===== src/rtl/cache_arbiter_pkg.sv =====
// Shared cache command definitions: opcode and hit/miss encodings used by the
// arbiter, its round-robin sub-block and anything that talks to the cache.
package cache_arbiter_pkg;

  // Cache opcode encodings (zero-extended/truncated to OPCODE_WIDTH at use).
  localparam int OP_FLASH   = 0;
  localparam int OP_READ    = 1;
  localparam int OP_WRITE   = 2;
  localparam int OP_INVALID = 3;

  // Encoding of the cache block's hit_miss_out signal.
  localparam logic HIT  = 1'b1;
  localparam logic MISS = 1'b0;

  // Two-way round-robin pick: a lone requester always wins; on a tie the
  // requester that was not granted last wins. Returns a one-hot grant vector.
  function automatic logic [1:0] rr_pick(input logic [1:0] req, input logic last);
    logic [1:0] pick;
    pick = 2'b00;
    case (req)
      2'b01:   pick = 2'b01;
      2'b10:   pick = 2'b10;
      2'b11:   pick = last ? 2'b01 : 2'b10;
      default: pick = 2'b00;
    endcase
    return pick;
  endfunction

endpackage


===== src/rtl/cache_arbiter_rr_arb2.sv =====
// Two-way round-robin arbiter. Grants only while en is high; the last-grant
// pointer moves only when a grant is actually issued.
module rr_arb2
  import cache_arbiter_pkg::*;
(
  input  logic       clk,
  input  logic       rst_n,
  input  logic [1:0] req,
  input  logic       en,
  output logic [1:0] grant
);

  // Index of the requester granted most recently; 1 after reset so req0 wins the first tie.
  logic last;

  // Combinational one-hot grant from the request pair and the pointer.
  always_comb begin
    // NOTE: every output of a combinational block gets a default first, so no path can infer a latch.
    grant = 2'b00;
    if (en) grant = rr_pick(req, last);
  end

  // Pointer register: remembers which requester was served last.
  always_ff @(posedge clk or negedge rst_n) begin
    // NOTE: state is updated with non-blocking assignments so every register samples pre-edge values.
    if (!rst_n)       last <= 1'b1;
    else if (|grant)  last <= grant[1];
  end

endmodule


===== src/rtl/cache_arbiter.sv =====
// Arbitrates two requesters and a flush request onto a single cache command
// port, waits for the cache result and returns it on a ready/valid response
// channel. One transaction is in flight at a time; nothing is queued.
module cache_arbiter
  import cache_arbiter_pkg::*;
#(
  parameter  int TAG_WIDTH    = 16,
  parameter  int DATA_WIDTH   = 32,
  parameter  int OPCODE_WIDTH = 2,
  localparam int LINE_WIDTH   = OPCODE_WIDTH + TAG_WIDTH + DATA_WIDTH
) (
  input  logic                    clk,
  input  logic                    rst_n,

  input  logic                    req0_valid,
  input  logic [OPCODE_WIDTH-1:0] req0_op,
  input  logic [TAG_WIDTH-1:0]    req0_tag,
  input  logic [DATA_WIDTH-1:0]   req0_data,
  output logic                    req0_ready,

  input  logic                    req1_valid,
  input  logic [OPCODE_WIDTH-1:0] req1_op,
  input  logic [TAG_WIDTH-1:0]    req1_tag,
  input  logic [DATA_WIDTH-1:0]   req1_data,
  output logic                    req1_ready,

  input  logic                    flush_req,
  output logic                    flush_done,

  output logic                    rsp_valid,
  input  logic                    rsp_ready,
  output logic                    rsp_id,
  output logic                    rsp_hit,
  output logic                    rsp_err,
  output logic [DATA_WIDTH-1:0]   rsp_data,
  output logic [TAG_WIDTH-1:0]    rsp_evict_tag,
  output logic [DATA_WIDTH-1:0]   rsp_evict_data,

  output logic [LINE_WIDTH-1:0]   cache_vector,
  output logic                    cache_enable,

  input  logic [DATA_WIDTH-1:0]   cache_data,
  input  logic [DATA_WIDTH-1:0]   cache_data_miss,
  input  logic [TAG_WIDTH-1:0]    cache_tag_miss,
  input  logic                    cache_hit
);

  typedef enum logic [2:0] {
    IDLE,
    ISSUE,
    WAIT,
    RESP,
    FLUSH_WAIT
  } state_t;

  state_t                  state;
  state_t                  state_next;

  logic                    arb_en;
  logic [1:0]              grant;
  logic                    grant_any;
  logic                    grant_id;
  logic                    flush_go;
  logic [OPCODE_WIDTH-1:0] sel_op;
  logic [TAG_WIDTH-1:0]    sel_tag;
  logic [DATA_WIDTH-1:0]   sel_data;
  logic                    sel_is_cache_op;
  logic                    issue_is_flush;
  logic                    txn_id;

  // Requesters compete only in IDLE and only when no flush is pending. The
  // reset term keeps the ready pulses low while rst_n is asserted.
  assign arb_en    = rst_n && (state == IDLE) && !flush_req;
  assign flush_go  = (state == IDLE) && flush_req;
  assign grant_any = |grant;
  assign grant_id  = grant[1];

  rr_arb2 u_arb (
    .clk   (clk),
    .rst_n (rst_n),
    .req   ({req1_valid, req0_valid}),
    .en    (arb_en),
    .grant (grant)
  );

  // Mux the winning requester's command fields.
  always_comb begin
    sel_op   = req0_op;
    sel_tag  = req0_tag;
    sel_data = req0_data;
    if (grant_id) begin
      sel_op   = req1_op;
      sel_tag  = req1_tag;
      sel_data = req1_data;
    end
  end

  assign sel_is_cache_op = (sel_op == OPCODE_WIDTH'(OP_READ)) ||
                           (sel_op == OPCODE_WIDTH'(OP_WRITE));

  // A requester FLASH op bypasses the cache, so FLASH in the issued vector
  // can only come from the flush path.
  assign issue_is_flush = (cache_vector[LINE_WIDTH-1 -: OPCODE_WIDTH] == OPCODE_WIDTH'(OP_FLASH));

  // State register.
  always_ff @(posedge clk or negedge rst_n) begin
    if (!rst_n) state <= IDLE;
    else        state <= state_next;
  end

  // Next-state logic and state-decoded outputs.
  always_comb begin
    state_next   = state;
    cache_enable = 1'b0;
    rsp_valid    = 1'b0;
    flush_done   = 1'b0;
    req0_ready   = grant[0];
    req1_ready   = grant[1];
    unique case (state)
      IDLE: begin
        if (flush_go)       state_next = ISSUE;
        else if (grant_any) state_next = sel_is_cache_op ? ISSUE : RESP;
      end
      ISSUE: begin
        cache_enable = 1'b1;
        state_next   = issue_is_flush ? FLUSH_WAIT : WAIT;
      end
      WAIT: begin
        state_next = RESP;
      end
      RESP: begin
        rsp_valid = 1'b1;
        if (rsp_ready) state_next = IDLE;
      end
      FLUSH_WAIT: begin
        flush_done = 1'b1;
        state_next = IDLE;
      end
      default: state_next = IDLE;
    endcase
  end

  // Command capture on grant/flush and response capture at the end of WAIT.
  always_ff @(posedge clk or negedge rst_n) begin
    if (!rst_n) begin
      cache_vector   <= '0;
      txn_id         <= 1'b0;
      rsp_id         <= 1'b0;
      rsp_hit        <= 1'b0;
      rsp_err        <= 1'b0;
      rsp_data       <= '0;
      rsp_evict_tag  <= '0;
      rsp_evict_data <= '0;
    end else begin
      if (flush_go) begin
        cache_vector <= {OPCODE_WIDTH'(OP_FLASH), {TAG_WIDTH{1'b0}}, {DATA_WIDTH{1'b0}}};
      end else if (grant_any) begin
        txn_id <= grant_id;
        if (sel_is_cache_op) begin
          cache_vector <= {sel_op, sel_tag, sel_data};
        end else begin
          // Unsupported op: answer immediately with an error, cache untouched.
          rsp_id         <= grant_id;
          rsp_hit        <= 1'b0;
          rsp_err        <= 1'b1;
          rsp_data       <= '0;
          rsp_evict_tag  <= '0;
          rsp_evict_data <= '0;
        end
      end
      if (state == WAIT) begin
        rsp_id         <= txn_id;
        rsp_hit        <= (cache_hit == HIT);
        rsp_err        <= 1'b0;
        rsp_data       <= cache_data;
        rsp_evict_tag  <= cache_tag_miss;
        rsp_evict_data <= cache_data_miss;
      end
    end
  end

endmodule

===== config.mk =====
export PLATFORM = sky130hd
export DESIGN_NAME = cache_arbiter
export DESIGN_NICKNAME = d
export VERILOG_FILES = /design/src/rtl/cache_arbiter_pkg.sv /design/src/rtl/cache_arbiter_rr_arb2.sv /design/src/rtl/cache_arbiter.sv
export SDC_FILE = /design/constraint.sdc
export NUM_CORES = 1
export LEC_CHECK = 0
export CELL_PAD_IN_SITES_DETAIL_PLACEMENT = 0
export CELL_PAD_IN_SITES_GLOBAL_PLACEMENT = 1
export CORE_ASPECT_RATIO = 1.75
export CORE_MARGIN = 2
export CORE_UTILIZATION = 29
export CTS_CLUSTER_SIZE = 30
export DETAILED_ROUTE_END_ITERATION = 16
export PLACE_DENSITY = 0.84
export SLEW_MARGIN = 10
export SYNTH_ARGS = -nofsm -noshare
export SYNTH_HDL_FRONTEND = slang
export SYNTH_SLANG_ARGS = --single-unit

===== constraint.sdc =====
create_clock -name clk -period 3.1 [get_ports clk]
set_clock_uncertainty 0.1 [all_clocks]
set_input_delay 0.775 -clock clk [delete_from_list [all_inputs] [get_ports clk]]
set_output_delay 0.775 -clock clk [all_outputs]
set_load 0.005 [all_outputs]

-- Yosys cells after proc, flatten, opt, wreduce, memory -nomap -nowiden
Cells that the tools add are included.
- bits in registers: 138
- bits of input ports: 187
- output and inout bits: 138
- word-level logic and storage cells: 78
- equal/unequal tests: 13
- mux-type cells: 39
- bitwise gates (word level): 1
- reductions and logical operators: 15
- operators by type and width (operator ; number):
    32-bit two-way mux ; 6
    50-bit two-way mux ; 3
    16-bit two-way mux ; 5
    1-bit two-way mux ; 15
    3-bit two-way mux ; 4
    3-bit case mux with 4 select lines ; 1
    2-bit two-way mux ; 4
    2-bit equality test (second input constant) ; 3
    3-bit by 2-bit equality test with 1-bit output (second input constant) ; 2
    2-bit case mux with 3 select lines ; 1
    2-bit AND reduction ; 3
    2-bit nonzero test ; 3
    2-bit by 1-bit equality test with 1-bit output (second input constant) ; 2
    2-bit by 1-bit inequality test with 1-bit output (second input constant) ; 2
    3-bit by 1-bit equality test with 1-bit output (second input constant) ; 1
    3-bit equality test (second input constant) ; 1
    1-bit logical AND ; 3
    3-bit logical NOT ; 1
    3-bit inequality test (second input constant) ; 1
    3-bit AND reduction ; 1
    2-bit logical NOT ; 1
    2-bit inequality test (second input constant) ; 1
    2-bit OR reduction ; 1
    1-bit logical NOT ; 1
    other kinds (2) ; 2

-- Depth between registers and ports, before layout
Gate-level depths: netlist of run 1.
- depth in word-level cells: 11
- mapped depth: 7
- depth with buffers taken out: 4

-- Modules after synthesis
From an unflattened synthesis of run 1, not the netlist that was laid out.
- cell total of the unflattened synthesis: 631
- area total of the unflattened synthesis: 6143.4 um^2
- modules (own cells, without submodules) (module ; times used ; cells each ; area an instance (um^2) ; sequential area each (um^2)):
    cache_arbiter ; 1 ; 623 ; 6080.8 ; 3428.3
    rr_arb2 ; 1 ; 8 ; 62.6 ; 26.3

-- Worst setup path after synthesis of run 1
No wires, ideal clock.
- path type: input to output
- start point: in req1_valid
- end point: out req0_ready
- data arrival time: 1685 ps
- data required time: 2225 ps
- slack: 540 ps
- stages on the path: 5
- buffers on the path: 1
- cell sequence: a21boi_0 > nand3_1 > buf_2 > inv_1 > nor2_1
- word-level cells in the longest chain between the ends: 3
- elaborated cells between the ends (all ways): 5
- those cells by class: eq/ne (3); mux (2)
- RTL lines (element ; line ; source):
    start: declaration ; cache_arbiter.sv:21 ; input logic req1_valid,
    2-bit equality test or 2-bit by 1-bit equality test with 1-bit output (tied branches) ; cache_arbiter_pkg.sv:20 ; case (req)
    2-bit case mux with 3 select lines (*) ; cache_arbiter_pkg.sv:20 ;
    2-bit two-way mux (*) ; cache_arbiter_rr_arb2.sv:20 ; if (en) grant = rr_pick(req, last);
    end: declaration ; cache_arbiter.sv:19 ; output logic req0_ready,
Mark *: on every way between the ends. The rest lies on a longest branch, timed or not.

-- Worst setup path in the final report of run 1
- start point: in flush_req
- end point: out req0_ready
- word-level cells in the longest chain between the ends: 3
- RTL lines (element ; line ; source):
    start: declaration ; cache_arbiter.sv:27 ; input logic flush_req,
    1-bit logical NOT ; cache_arbiter.sv:73 ; assign arb_en = rst_n && (state == IDLE) && !flush_req;
    1-bit logical AND ; cache_arbiter.sv:73 ;
    2-bit two-way mux ; cache_arbiter_rr_arb2.sv:20 ;
No other way between the ends.

==> results of run 1 <==
-- power by group --
part           switching [uW]  total [uW]  internal (uW)
Sequential                389        2990           2600
Clock                     772        2150           1380
Combinational            1620        3740           2120
-- worst max-delay path, delay by kind of cell --
kind	cells	cell delay, ps
buffers and inverters	2	680
AND/OR/NAND/NOR	3	650
-- what timing repair did --
item	CTS	global route
hold endpoints to repair	0	0
resized for setup	4	1
setup endpoints to repair	2	1
gates cloned	0	0
-- logic make-up (layout without fill, tap and decap cells) --
group           count (synthesis)  in the layout
xor+xnor                        2              2
compound gates                117            117
simple gates                  251            251
mux                            89             89
flops                         138            138
other cells                     0              1
buf+inv                        50            383
-- flip-flops by register name (all words and copies together), names as in the netlist --
register	flops
rsp_err	1
cache_vector	50
u_arb.last	1
state	3
rsp_id	1
rsp_data	32
rsp_hit	1
txn_id	1
rsp_evict_tag	16
rsp_evict_data	32
-- cell usage after synthesis (all sizes together) --
cell type,count
dfstp,1
nand2b,5
xor2,2
dfrtp,137
o31a,7
clkbuf,31
buf,18
nand2,216
o21a,1
a31oi,1
or4,1
nor2,5
nand3,2
mux2i,89
and3b,1
a221oi,1
o21ai,95
a21bo,1
nor3,3
a21o,3
a21boi,1
o2111ai,1
a32o,2
nor3b,3
and4,7
o311a,1
a21oi,3
nor2b,3
nor4,1
or3,3
inv,1
and2,1
-- metal layers --
metal | share of wire [%] | up-vias
met5 | 0 | -
met3 | 6.9 | 30
li1 | - | 2814
met1 | 37 | 2708
met4 | 2.2 | 0
met2 | 54 | 210
-- cell usage in the layout (no fill, tap or decap), drive strengths merged, types with 4 or more instances in the layout --
cell type and count:
clkbuf 19, clkinv 6, clkdlybuf4s50 321, nand2b 5, mux2i 89, nand2 216, buf 28, bufinv 4
nor2 5, and4 7, o21ai 95, dfrtp 137, o31a 7
-- final timing paths --
check / slack, ps / end / startpoint / cells past startpoint
max: 100 / req0_ready / flush_req / 5
min: 240 / cache_vector[29] / rst_n / 2
max reg2reg: 950 / rsp_evict_data[27] / state[1] / 6
min reg2reg: 370 / txn_id / txn_id / 1
max in group asynchronous: 1980 / cache_vector[45] / rst_n / 2
min in group clk: 370 / txn_id / txn_id / 1
-- final cells by class --
class                           count  area share (%)
Timing Repair Buffer              351            33.2
Multi-Input combinational cell    459            24.9
Clock inverter                     12            1.62
Sequential cell                   138            32.5
Antenna cell                        1          0.0235
Tap cell                          292            3.44
Inverter                            1          0.0353
Clock buffer                       19            4.26
-- metrics by stage --
stage / utilization (%) / power (uW) / setup TNS (ps)
after floorplan: - / 4390 / 0
final: 49.7 / 8880 / 0
after CTS: 49.6 / 9040 / 0
after detailed placement: 46.7 / 6820 / -430
after global routing: 49.6 / 9560 / 0
after global placement: 46.7 / 6750 / -414
==> metrics.md, run 1 <==
| Metric | Value |
|---|---|
| Outcome | `completed` |
| Arr. time, crit path | `approximately 2100 ps` |
| GR Overflow Total | `0` |
| Minimum clock period | `roughly 3000 ps` |
| Die ar. | `roughly 23000 um2` |
| Crit Path Max Fanout | `2` |
| Leakage | `0.00501 uW` |
| Post-synthesis mux area share | `between 10 and 15%` |
| Crit-path max cell delay | `410 ps` |
| Compound-Gate Fraction of Synth Area | `10.4%` |
| Largest cells by area after synthesis | `dfrtp_1, mux2i_1, nand2_1` |
| Synth Area in Adders | `0%` |
| Routed WL per cell | `between 15 and 20 um` |
| Fillcell total | `roughly 2000` |
| # H-tree levels | `4` |
| Main combinational cell family by area after synthesis | `simple AND/OR/NAND/NOR gates` |
| Type of the most critical hold path | `in2async` |
| Initial Util | `between 20% and 30%` |
| Global-route wire length before repair | `around 31000 um` |
| TritonCTS Buffers | `17` |
| Placed cell areas | `about 10000 um2` |
| Slowest CP cell | `clkdlybuf4s50_1` |
| Via count | `slightly below 6000` |
| GRT met3 Usage | `about 5.3%` |
| Seq/Total Area, Yosys | `~55%` |
| Setup crit end kind | `primary output` |
| Final ANT Viol Nets | `0` |
| Router iterations before antenna repair | `4` |
| Setup crit start kind | `input port` |
| Post-CTS Setup Repair Bufs | `0` |
| Crit-path cells | `clkdlybuf4s50_1, nand2b_1, or3_4, nor2_1, clkdlybuf4s15_1` |
| Post-CTS Hold Buffers | `0` |
| Dpl ws | `-228 ps` |
| DRT Wirelength | `about 20000 um` |
| Multi-input logic area | `around 2600 um2` |
| Yosys warns | `0` |
| Clock latency at the later pin of the worst-skew pair | `just over 400 ps` |
| Most used routing layer | `met2` |
| Peak supply drop | `about 330 uV` |
| Clk sinks | `~140` |
| CTS tree | `done` |
| Pin count of the biggest net entering global routing | `approximately 130` |
| Root buffer cell | `clkbuf_16` |
| Final setup margin | `a little over 100 ps` |
| Max Buffers Root-to-Sink | `2` |
| Row Count | `71` |
| Post-Layout Inst Area | `around 11000 um2` |
| Initial antenna violation count | `1` |
| WHS | `243 ps` |
| Synth unique cells | `38` |
| Max-cap viol count | `0` |
| Die H | `between 150 and 200 um` |
| RSZ-0062 raised after global routing | `no` |
| Sequential cell area | `between 3000 and 4000 um2` |
| Syn nets | `around 830` |
| IO Pins | `around 330` |
| Seq cells post-synth | `about 140` |
| Crit path kind | `in2out` |
| Final std cells w/o fill | `roughly 1300` |
| HPWL after DPL | `~14000 um` |
| Synth area leader | `dfrtp_1` |
| Slew HR | `approximately 52%` |
| Die Wd | `about 120 um` |
| Final setup fails | `0` |
| Core Area | `roughly 21000 um2` |
| Share of layout cells above drive strength 1 | `7.14%` |
| Clk slew on worst S/H paths | `60 ps` |
| Fin crit share | `a little over nine tenths` |
| Placed Instances | `roughly 1200` |
| Cell count after synthesis | `roughly 650` |
| Post-Synth Simple-Gate Area | `approximately 17%` |
| Syn_area_per_cell | `9.73 um2` |
| GRT Overall Usage | `approximately 18%` |
| Iteration-0 DRC Markers | `around 240` |
| Fin. max-slew vios | `0` |
| Synth Cell Area | `between 6000 and 7000 um2` |
| Vias in the first global route | `roughly 5900` |
| DRC viols | `0` |
| WP data required | `between 2000 and 2500 ps` |
| Worst-margin pin slew | `720 ps` |
| Fmax | `~0.33 GHz` |
| Xor/xnor share of the synthesized area | `0.278%` |
| Power Density | `835 nW/um2` |
| Met2 Use GR | `roughly a third` |
| Final Hold Fails | `0` |
| Area grow syn2layout | `68.8%` |
| Vias per inst | `between 4 and 5` |
| Final net count | `roughly 1200` |
| M1 GR Usage | `roughly a fifth` |
| Post-synth top area share | `between 50% and 60%` |
| Port bufs | `around 320` |
| GPL Wtd Cong | `0.781` |
Note: power is estimated with default switching activity, not from simulation.
==> run 2: changes to the inputs <==
--- a/config.mk
+++ b/config.mk
@@ -8,7 +8,7 @@
 export CELL_PAD_IN_SITES_DETAIL_PLACEMENT = 0
 export CELL_PAD_IN_SITES_GLOBAL_PLACEMENT = 1
 export CORE_ASPECT_RATIO = 1.75
-export CORE_MARGIN = 2
+export CORE_MARGIN = 3
 export CORE_UTILIZATION = 29
 export CTS_CLUSTER_SIZE = 30
 export DETAILED_ROUTE_END_ITERATION = 16
@@ -17,3 +17,4 @@
 export SYNTH_ARGS = -nofsm -noshare
 export SYNTH_HDL_FRONTEND = slang
 export SYNTH_SLANG_ARGS = --single-unit
+export TNS_END_PERCENT = 1
==> run 2 against run 1 <==
Net effect: routed wire length rose by 4.3%; fmax shrank 0.37%; register-to-register slack worse by 60 ps; clock power hardly changed; critical path depth unchanged; setup slack lost 11 ps; combinational power barely moved; sequential power barely moved; utilization grew 0.68 points.
==> metrics.md, run 2 (synthesis results as in run 1) <==
| Metric | Value |
|---|---|
| Setup_tns | `0 ps (unchanged)` |
| Die Wd | `117 um (was 115 um)` |
| Fmax | `0.332 GHz (was 0.334 GHz)` |
| Vias in the first global route | `5896 (was 5912)` |
| Final setup fails | `0 (unchanged)` |
| Clk sinks | `138 (unchanged)` |
| Resize count post-CTS | `3 (was 4)` |
| Setup crit start kind | `input port (unchanged)` |
| Pin count of the biggest net entering global routing | `138 (was 128)` |
| Core Area | `21100 um2 (was 21400 um2)` |
| HPWL after DPL | `15000 um (was 14400 um)` |
| Diode count | `0 (was 1)` |
| Post-layout util | `50.3% (was 49.7%)` |
| IO Pins | `325 (unchanged)` |
| Via count | `5734 (was 5762)` |
| Commonest cells after routing, fill and taps aside | `clkdlybuf4s50_1, nand2_1, dfrtp_1 (unchanged)` |
| Crit path kind | `in2out (unchanged)` |
| Router iterations before antenna repair | `4 (unchanged)` |
| Minimum clock period | `3010 ps (was 3000 ps)` |
| Most common cell after layout, fill and taps aside | `clkdlybuf4s50_1 (unchanged)` |
| Vias per inst | `4.51 (was 4.53)` |
| Largest Register | `cache_vector (unchanged)` |
| Final net count | `1156 (was 1155)` |
| Fillcell total | `2001 (was 2034)` |
| Leakage | `0.00502 uW (was 0.00501 uW)` |
| Die ar. | `23600 um2 (was 23000 um2)` |
| Worst r2r src | `state[1] (unchanged)` |
| Slew HR | `45.8% (was 52.0%)` |
| Crit Path Max Fanout | `2 (unchanged)` |
| Root buffer cell | `clkbuf_16 (unchanged)` |
| CTS tree | `done (unchanged)` |
| Initial Util | `29.8% (was 29.4%)` |
| DRT Wirelength | `20800 um (was 19900 um)` |
| Post-CTS Hold Buffers | `0 (unchanged)` |
| CP delay by family, top | `buffers and inverters (unchanged)` |
| GRT met3 Usage | `5.69% (was 5.30%)` |
| Die H | `201 um (was 199 um)` |
| WP buf/inv | `2 (unchanged)` |
| Iteration-0 DRC Markers | `340 (was 239)` |
| Routed WL per cell | `16.4 um (was 15.7 um)` |
| Crit-path max cell delay | `420 ps (was 410 ps)` |
| Max reg flops | `50 (unchanged)` |
| RSZ-0062 raised after global routing | `no (unchanged)` |
| Post-CTS Setup Repair Bufs | `0 (unchanged)` |
| Final Hold Fails | `0 (unchanged)` |
| TritonCTS Buffers | `17 (unchanged)` |
| Peak supply drop | `331 uV (was 330 uV)` |
| Final ANT Viol Nets | `0 (unchanged)` |
| Max-cap viol count | `0 (unchanged)` |
| Most used routing layer | `met2 (unchanged)` |
| Met2 Use GR | `32.2% (was 31.7%)` |
| Initial antenna violation count | `0 (was 1)` |
| # H-tree levels | `4 (unchanged)` |
| Clock latency at the later pin of the worst-skew pair | `420 ps (was 410 ps)` |
| GRT Overall Usage | `17.5% (was 17.7%)` |
| Share of layout cells above drive strength 1 | `6.72% (was 7.14%)` |
| Worst-margin pin slew | `813 ps (was 720 ps)` |
| Fin. max-slew vios | `0 (unchanged)` |
| Type of the most critical hold path | `in2async (unchanged)` |
| Setup crit end kind | `primary output (unchanged)` |
| Port bufs | `324 (unchanged)` |
| CP Launch Point | `flush_req (unchanged)` |
| Arr. time, crit path | `2130 ps (was 2120 ps)` |
| Clk slew on worst S/H paths | `50 ps (was 60 ps)` |
| Global-route wire length before repair | `32500 um (was 31200 um)` |
| Area grow syn2layout | `68.7% (was 68.8%)` |
| Fin crit share | `97.1% (was 96.7%)` |
| Outcome | `completed (unchanged)` |
| DRC viols | `0 (unchanged)` |
| Final std cells w/o fill | `1270 (was 1273)` |
| M1 GR Usage | `18.4% (was 19.3%)` |
| GPL Wtd Cong | `0.761 (was 0.781)` |
| Power Density | `838 nW/um2 (was 835 nW/um2)` |
| Max Buffers Root-to-Sink | `2 (unchanged)` |
| GR Overflow Total | `0 (unchanged)` |
| Row Count | `70 (was 71)` |
| Crit-path cells | `clkdlybuf4s50_1, nand2b_1, or3_4, nor2_1, clkdlybuf4s15_1 (unchanged)` |
| Biggest regs | `cache_vector: 50 flops, rsp_data: 32 flops, rsp_evict_data: 32 flops (unchanged)` |
| WP data required | `2220 ps (about the same)` |
| Slowest CP cell | `clkdlybuf4s50_1 (unchanged)` |
| Placed Instances | `1238 (was 1241)` |
[run 2: cell types whose count changed in the layout (fill, tap and decap cells not counted), sizes merged]
| cell | change |
|---|---|
| clkbuf | +6 |
| clkinv | -4 |
| clkinvlp | -1 |
| buf | +1 |
| diode | -1 |
[run 2: final cells by class]
cell class / instances / area (um2) / share of cell area [%]
Timing Repair Buffer: 352 / 3540 / 33.3
Sequential cell: 138 / 3450 / 32.5
Multi-Input combinational cell: 459 / 2640 / 24.9
Clock buffer: 25 / 485 / 4.57
Tap cell: 288 / 360 / 3.39
Clock inverter: 7 / 138 / 1.30
Inverter: 1 / 3.75 / 0.0353
[run 2: path summary, 6_finish.rpt]
| kind | depth (start not counted) | slack, ps | endpoint |
|---|---|---|---|
| setup / recovery | 5 | 90 | req0_ready |
| hold reg to reg | 1 | 360 | txn_id |
| max in group asynchronous | 2 | 1900 | cache_vector[23] |
| hold / removal | 1 | 50 | state[1] |
| min in group clk | 1 | 360 | txn_id |
| setup reg to reg | 6 | 890 | cache_vector[49] |
[run 2: routing by layer]
| layer | share of wire (%) | wire, um | vias up |
|---|---|---|---|
| li1 | - | - | 2815 |
| met1 | 37 | 7640 | 2695 |
| met2 | 54 | 11300 | 196 |
| met3 | 6.6 | 1380 | 28 |
| met4 | 2.4 | 491 | 0 |
| met5 | 0 | 0 | - |
[run 2: report_power, final]
part           total, uW  internal, uW  switching [uW]
clock               2140          1410             734
sequential          3000          2600             399
combinational       3760          2130            1640
[run 2: through the flow]
stage / hold slack [ps] / area [um2] / power, uW / setup WS (ps)
6_report: 48.1 / 10600 / 8900 / 90.7
4_1_cts: 22.7 / 10600 / 9060 / 37.2
2_1_floorplan: 341 / 6300 / 4390 / 540
5_1_grt: 23.5 / 10600 / 9510 / 10.2
3_3_place_gp: 350 / 10000 / 6780 / -224
3_5_place_dp: 357 / 10000 / 6860 / -239
==> run 3: changes to the inputs <==
--- a/config.mk
+++ b/config.mk
@@ -17,4 +17,4 @@
 export SYNTH_ARGS = -nofsm -noshare
 export SYNTH_HDL_FRONTEND = slang
 export SYNTH_SLANG_ARGS = --single-unit
-export TNS_END_PERCENT = 1
+export TNS_END_PERCENT = 20
==> results of run 3 <==
Same layout as run 2: the final DEF is identical, and so are final timing and power.
==> RTL edit 1: new RTL, settings of run 3 <==
`DATA_WIDTH`: 32 -> 36.
--- a/src/rtl/cache_arbiter.sv
+++ b/src/rtl/cache_arbiter.sv
@@ -5,7 +5,7 @@
   import cache_arbiter_pkg::*;
 #(
   parameter  int TAG_WIDTH    = 16,
-  parameter  int DATA_WIDTH   = 32,
+  parameter  int DATA_WIDTH   = 36,
   parameter  int OPCODE_WIDTH = 2,
   localparam int LINE_WIDTH   = OPCODE_WIDTH + TAG_WIDTH + DATA_WIDTH
 ) (
Ports: changed (7 resized); port bits go from 325 to 353. No check against the original RTL was run, so the function may have changed too.
==> RTL edit 1 against run 3 <==
- routed wire length is 9.2% higher
- worst setup slack gained 92 ps
- utilization is 0.93 points lower
- sequential cell count grew 12
- clock power is 7% lower
- critical path depth unchanged
- final area is 7.0% higher
- synthesized area up 8.8%
- power up 4.7%
- non-clock buffer count grew 31
==> RTL edit 1: results (changes against run 3) <==
Parameter                              Value

Logic synthesis
  Sequential share of the synthesized area    54.8% (was 54.9%)
  Fraction of synthesized area in multiplexers    13.9% (was 14.1%)
  Area contributors post-synth    sky130_fd_sc_hd__dfrtp_1 (54%), sky130_fd_sc_hd__mux2i_1 (14%), sky130_fd_sc_hd__nand2_1 (13%) (unchanged)
  Complex-gate fraction of the synthesized area    10.7% (was 10.4%)
  Area share of xor/xnor cells in the synthesized design    0.256% (was 0.278%)

STA
  Post-layout min period    2920 ps (was 3010 ps)
  Worst slew pin tran    972 ps (was 813 ps)

Layout
  Count of placed standard cells in the final layout, fillers left out    1,365 (was 1,270)
  Registers with the highest flip-flop counts    cache_vector x54, rsp_data x36, rsp_evict_data x36 (was cache_vector x50, rsp_data x32, rsp_evict_data x32)

Placed design
  Total of buffers placed on input and output ports    352 (was 324)
  Cell count after placement    1,333 (was 1,238)
  RD Place Congestion    0.786 (was 0.761)
  HPWL after detailed placement    16.8 mm (was 15.0 mm)

Clock tree
  Clock slew at reported path FFs    70 ps (was 50 ps)

Setup path
  Reg2reg end    rsp_evict_data[11] (was cache_vector[49])
  CP Data Arrival Time    2040 ps (was 2130 ps)

Global routing
  Wire length of the first global-routing pass    35.2 mm (was 32.5 mm)
  Vias in the first global route    6,509 (was 5,896)
  Maximum number of pins on one net before global-route repair    91 (was 138)
  Met1 GRT Util    18.9% (was 18.4%)
  Met2 capacity usage during global routing    32.9% (was 32.2%)
  Met3 Resource Use GR    4.50% (was 5.69%)

Detailed routing
  1st-iter DRT viols    165 (was 340)
  DR WL/cell    16.6 um (was 16.4 um)
  Routed wire length on met2    12.7 mm (was 11.3 mm)
  M1 wire length    8.18 mm (was 7.64 mm)

Power and ir drop
  IR Drop Worst-Case VDD    406 uV (was 331 uV)
  Leakage power total    5.39 nW (was 5.02 nW)

Run status
  Outcome    finished clean (unchanged)
-- RTL edit 1: cell types whose count changed in the layout (fill, tap and decap cells not counted), sizes merged, moves of 5 or more --
cell / before / now
clkdlybuf4s50: 321 / 349
clkinv: 2 / 7
dfrtp: 137 / 149
mux2i: 89 / 95
nand2: 216 / 236
o21ai: 95 / 105
-- RTL edit 1: what timing repair did --
action	4_1_cts	5_1_grt
pin swaps	0	0
hold buffers	0	0
setup endpoints to repair	2	1
resized for setup	3	2
-- RTL edit 1: cell type report --
| type | count | area (um^2) |
|---|---|---|
| flip-flops and latches | 150 | 3750 |
| clock inverters | 11 | 97.6 |
| well taps | 300 | 375 |
| multi-input cells | 499 | 2860 |
| clock buffers | 21 | 470 |
| inverters | 1 | 3.75 |
| repair buffers | 383 | 3810 |
| fillers | 2181 | 11600 |
-- RTL edit 1: power by group --
part / total, mW / internal (mW) / switching (mW) / leakage [nW]
combinational: 4.08 / 2.29 / 1.80 / 3.17
clock: 1.99 / 1.17 / 0.817 / 0.283
sequential: 3.25 / 2.82 / 0.423 / 1.93
total: 9.32 / 6.28 / 3.04 / 5.39
-- RTL edit 1: how the worst min path moves through the flow --
| stage | cells after the start | slack [ps] | endpoint |
|---|---|---|---|
| floorplan | 1 | 340 | txn_id |
| global placement | 1 | 350 | txn_id |
| detailed placement | 1 | 370 | txn_id |
| CTS | 2 | 260 | cache_vector[8] |
| global route | 2 | 290 | cache_vector[10] |
| finish | 2 | 280 | cache_vector[10] |
-- RTL edit 1: worst max-delay path, stage by stage --
cell and delay [ps]:
sky130_fd_sc_hd__clkdlybuf4s50_1 440, sky130_fd_sc_hd__nand2b_1 180, sky130_fd_sc_hd__or3_4 390, sky130_fd_sc_hd__nor2_1 100
sky130_fd_sc_hd__clkbuf_2 150
==> RTL edit 2: new RTL, flow settings as in run 3 <==
Made on the original files. Re-encode `state_t` (5 states) as one-hot, 5 bits wide.
--- a/src/rtl/cache_arbiter.sv
+++ b/src/rtl/cache_arbiter.sv
@@ -45,12 +45,12 @@
   input  logic                    cache_hit
 );
 
-  typedef enum logic [2:0] {
-    IDLE,
-    ISSUE,
-    WAIT,
-    RESP,
-    FLUSH_WAIT
+  typedef enum logic [4:0] {
+    IDLE       = 5'b00001,
+    ISSUE      = 5'b00010,
+    WAIT       = 5'b00100,
+    RESP       = 5'b01000,
+    FLUSH_WAIT = 5'b10000
   } state_t;
 
   state_t                  state;
Function: no difference found for any inputs over 4 cycles, from zero or initial values and one cycle with rst_n low; so few cycles prove little.
==> RTL edit 2 against run 3 <==
- sequential cell count rose by 2
- routed wire length is essentially flat
- synthesized cell count fell by 1.7%
- sequential power fell by 13%
- synthesized area decreased by 0.85%
- power fell by 16%
- final area is 1.3% lower
- worst hold slack improved by 340 ps
- worst setup slack better by 29 ps
- largest power group is now registers
==> RTL edit 2: results (changes against run 3) <==
Parameter                              Value

Run status
  Outcome    finished clean (unchanged)

Detailed routing
  Overall via count from detail_route    5,773 (was 5,734)
  DR WL/cell    17.2 um (was 16.4 um)
  Vias/cell    4.77 (was 4.51)
  Number of detailed-routing iterations run before antenna repair    4 (unchanged)
  1st-iter DRT viols    352 (was 340)

Placed design
  RD Place Congestion    0.765 (was 0.761)
  HPWL after detailed placement    14.9 mm (was 15.0 mm)
  Cell count after placement    1,178 (was 1,238)
  Total of buffers placed on input and output ports    324 (unchanged)

Clock tree
  Clock slew at reported path FFs    60 ps
  Clock latency on the worst-skew pair    410 ps
  H-tree levels    4 (unchanged)
  Clk buf depth    2 (unchanged)

Logic synthesis
  Top cells by instance count after synthesis    sky130_fd_sc_hd__nand2_1 (165), sky130_fd_sc_hd__dfrtp_1 (138), sky130_fd_sc_hd__o21ai_0 (73), sky130_fd_sc_hd__a21oi_1 (52), sky130_fd_sc_hd__mux2i_1 (50) (was sky130_fd_sc_hd__nand2_1 (216), sky130_fd_sc_hd__dfrtp_1 (137), sky130_fd_sc_hd__o21ai_0 (90), sky130_fd_sc_hd__mux2i_1 (89), sky130_fd_sc_hd__clkbuf_1 (30))
  Async S/R FF share, synth    100% (unchanged)
  Nets in the synthesized netlist    823 (was 834)
  Sequential share of the synthesized area    56.2% (was 54.9%)
  Number of warning messages in the yosys log    0 (unchanged)
  Area contributors post-synth    sky130_fd_sc_hd__dfrtp_1 (55%), sky130_fd_sc_hd__nand2_1 (9.9%), sky130_fd_sc_hd__mux2i_1 (8.0%) (was sky130_fd_sc_hd__dfrtp_1 (54%), sky130_fd_sc_hd__mux2i_1 (14%), sky130_fd_sc_hd__nand2_1 (13%))
  Average instance area after synthesis    9.82 um^2 (was 9.73 um^2)

Layout
  Share of cells above drive strength 1    7.93% (was 6.72%)
  Final layout net count    1,132 (was 1,156)
  Fill cell count    1,980 (was 2,001)
  Diode count    0 (unchanged)

Setup path
  Slowest cell delay on critical path    410 ps
  Largest driver fanout on the critical path    4 (was 2)
  Register-to-register path setup slack    810 ps (was 890 ps)
  Cell family contributing the most delay on the critical path    buffers and inverters (unchanged)
  CP Data Arrival Time    2100 ps (was 2130 ps)

Global routing
  Maximum number of pins on one net before global-route repair    85 (was 138)
  Met1 GRT Util    20.0% (was 18.4%)
  Overall track demand over capacity in global routing    17.7% (was 17.5%)
  Met3 Resource Use GR    4.50% (was 5.69%)
  Met2 capacity usage during global routing    31.5% (was 32.2%)
  Vias in the first global route    5,941 (was 5,896)
  Wire length of the first global-routing pass    32.2 mm (was 32.5 mm)

Hold path
  Worst Hold Class    reg2reg (was in2async)

STA
  Worst slew pin tran    980 ps (was 813 ps)

Power and ir drop
  IR Drop Worst-Case VDD    333 uV (was 331 uV)
  Leakage power total    4.32 nW (was 5.02 nW)
-- RTL edit 2: cell count changes in the layout (fill, tap and decap cells not counted), sizes merged, moves of 7 or more --
cell / run 3 / this run
o21ai: 95 / 84
buf: 29 / 22
a21oi: 3 / 52
nand2: 216 / 165
and4: 7 / 0
a211oi: 0 / 48
mux2i: 89 / 50
o31a: 7 / 0
-- RTL edit 2: cell families (layout without fill, tap and decap cells) --
family / count (synthesis) / after routing / share of synthesized area (%)
XOR/XNOR: 2 / 2 / 0.281
flip-flops: 140 / 140 / 56.2
buffers and inverters: 58 / 380 / 4.11
AND/OR/NAND/NOR: 191 / 191 / 12.5
multiplexers: 51 / 51 / 8.26
AO/OA/AOI/OAI: 194 / 194 / 18.7
-- RTL edit 2: worst paths after layout --
path | start | to | cells after the start
setup / recovery | flush_req | req0_ready | 6
hold / removal | txn_id | txn_id | 1
setup reg to reg | state[1] | rsp_data[12] | 5
hold reg to reg | txn_id | txn_id | 1
max in group asynchronous | rst_n | cache_vector[44] | 3
min in group asynchronous | rst_n | state[3] | 2
-- RTL edit 2: through the flow --
step,area (um^2),hold slack [ps],setup slack (ps)
after floorplan,6240,350,671
after global placement,9820,374,-150
after detailed placement,9820,379,-147
after CTS,10500,394,34.5
after global routing,10500,418,15.1
final,10500,390,120
-- RTL edit 2: repair_timing --
action,4_1_cts,5_1_grt
gates resized for setup,2,1
endpoints found under the hold margin,0,0
setup endpoints to repair,2,1
-- RTL edit 2: power by group --
group	switching [mW]	internal [mW]
sequential	0.280	2.34
combinational	1.12	1.47
clock	0.780	1.52
total	2.18	5.32
-- RTL edit 2: area by class of cell --
cell class,count,share of cell area (%)
Inverter,3,0.107
Multi-Input combinational cell,438,23.9
Clock inverter,10,1.77
Timing Repair Buffer,345,33.1
Sequential cell,140,33.4
Clock buffer,22,4.62
Tap cell,252,3.01
-- RTL edit 2: per-layer routing --
| metal | vias to the layer above | part of all wire [%] |
|---|---|---|
| met2 | 220 | 53 |
| met1 | 2715 | 38 |
| li1 | 2819 | - |
| met5 | - | 0 |
| met3 | 19 | 6.7 |
| met4 | 0 | 2.1 |
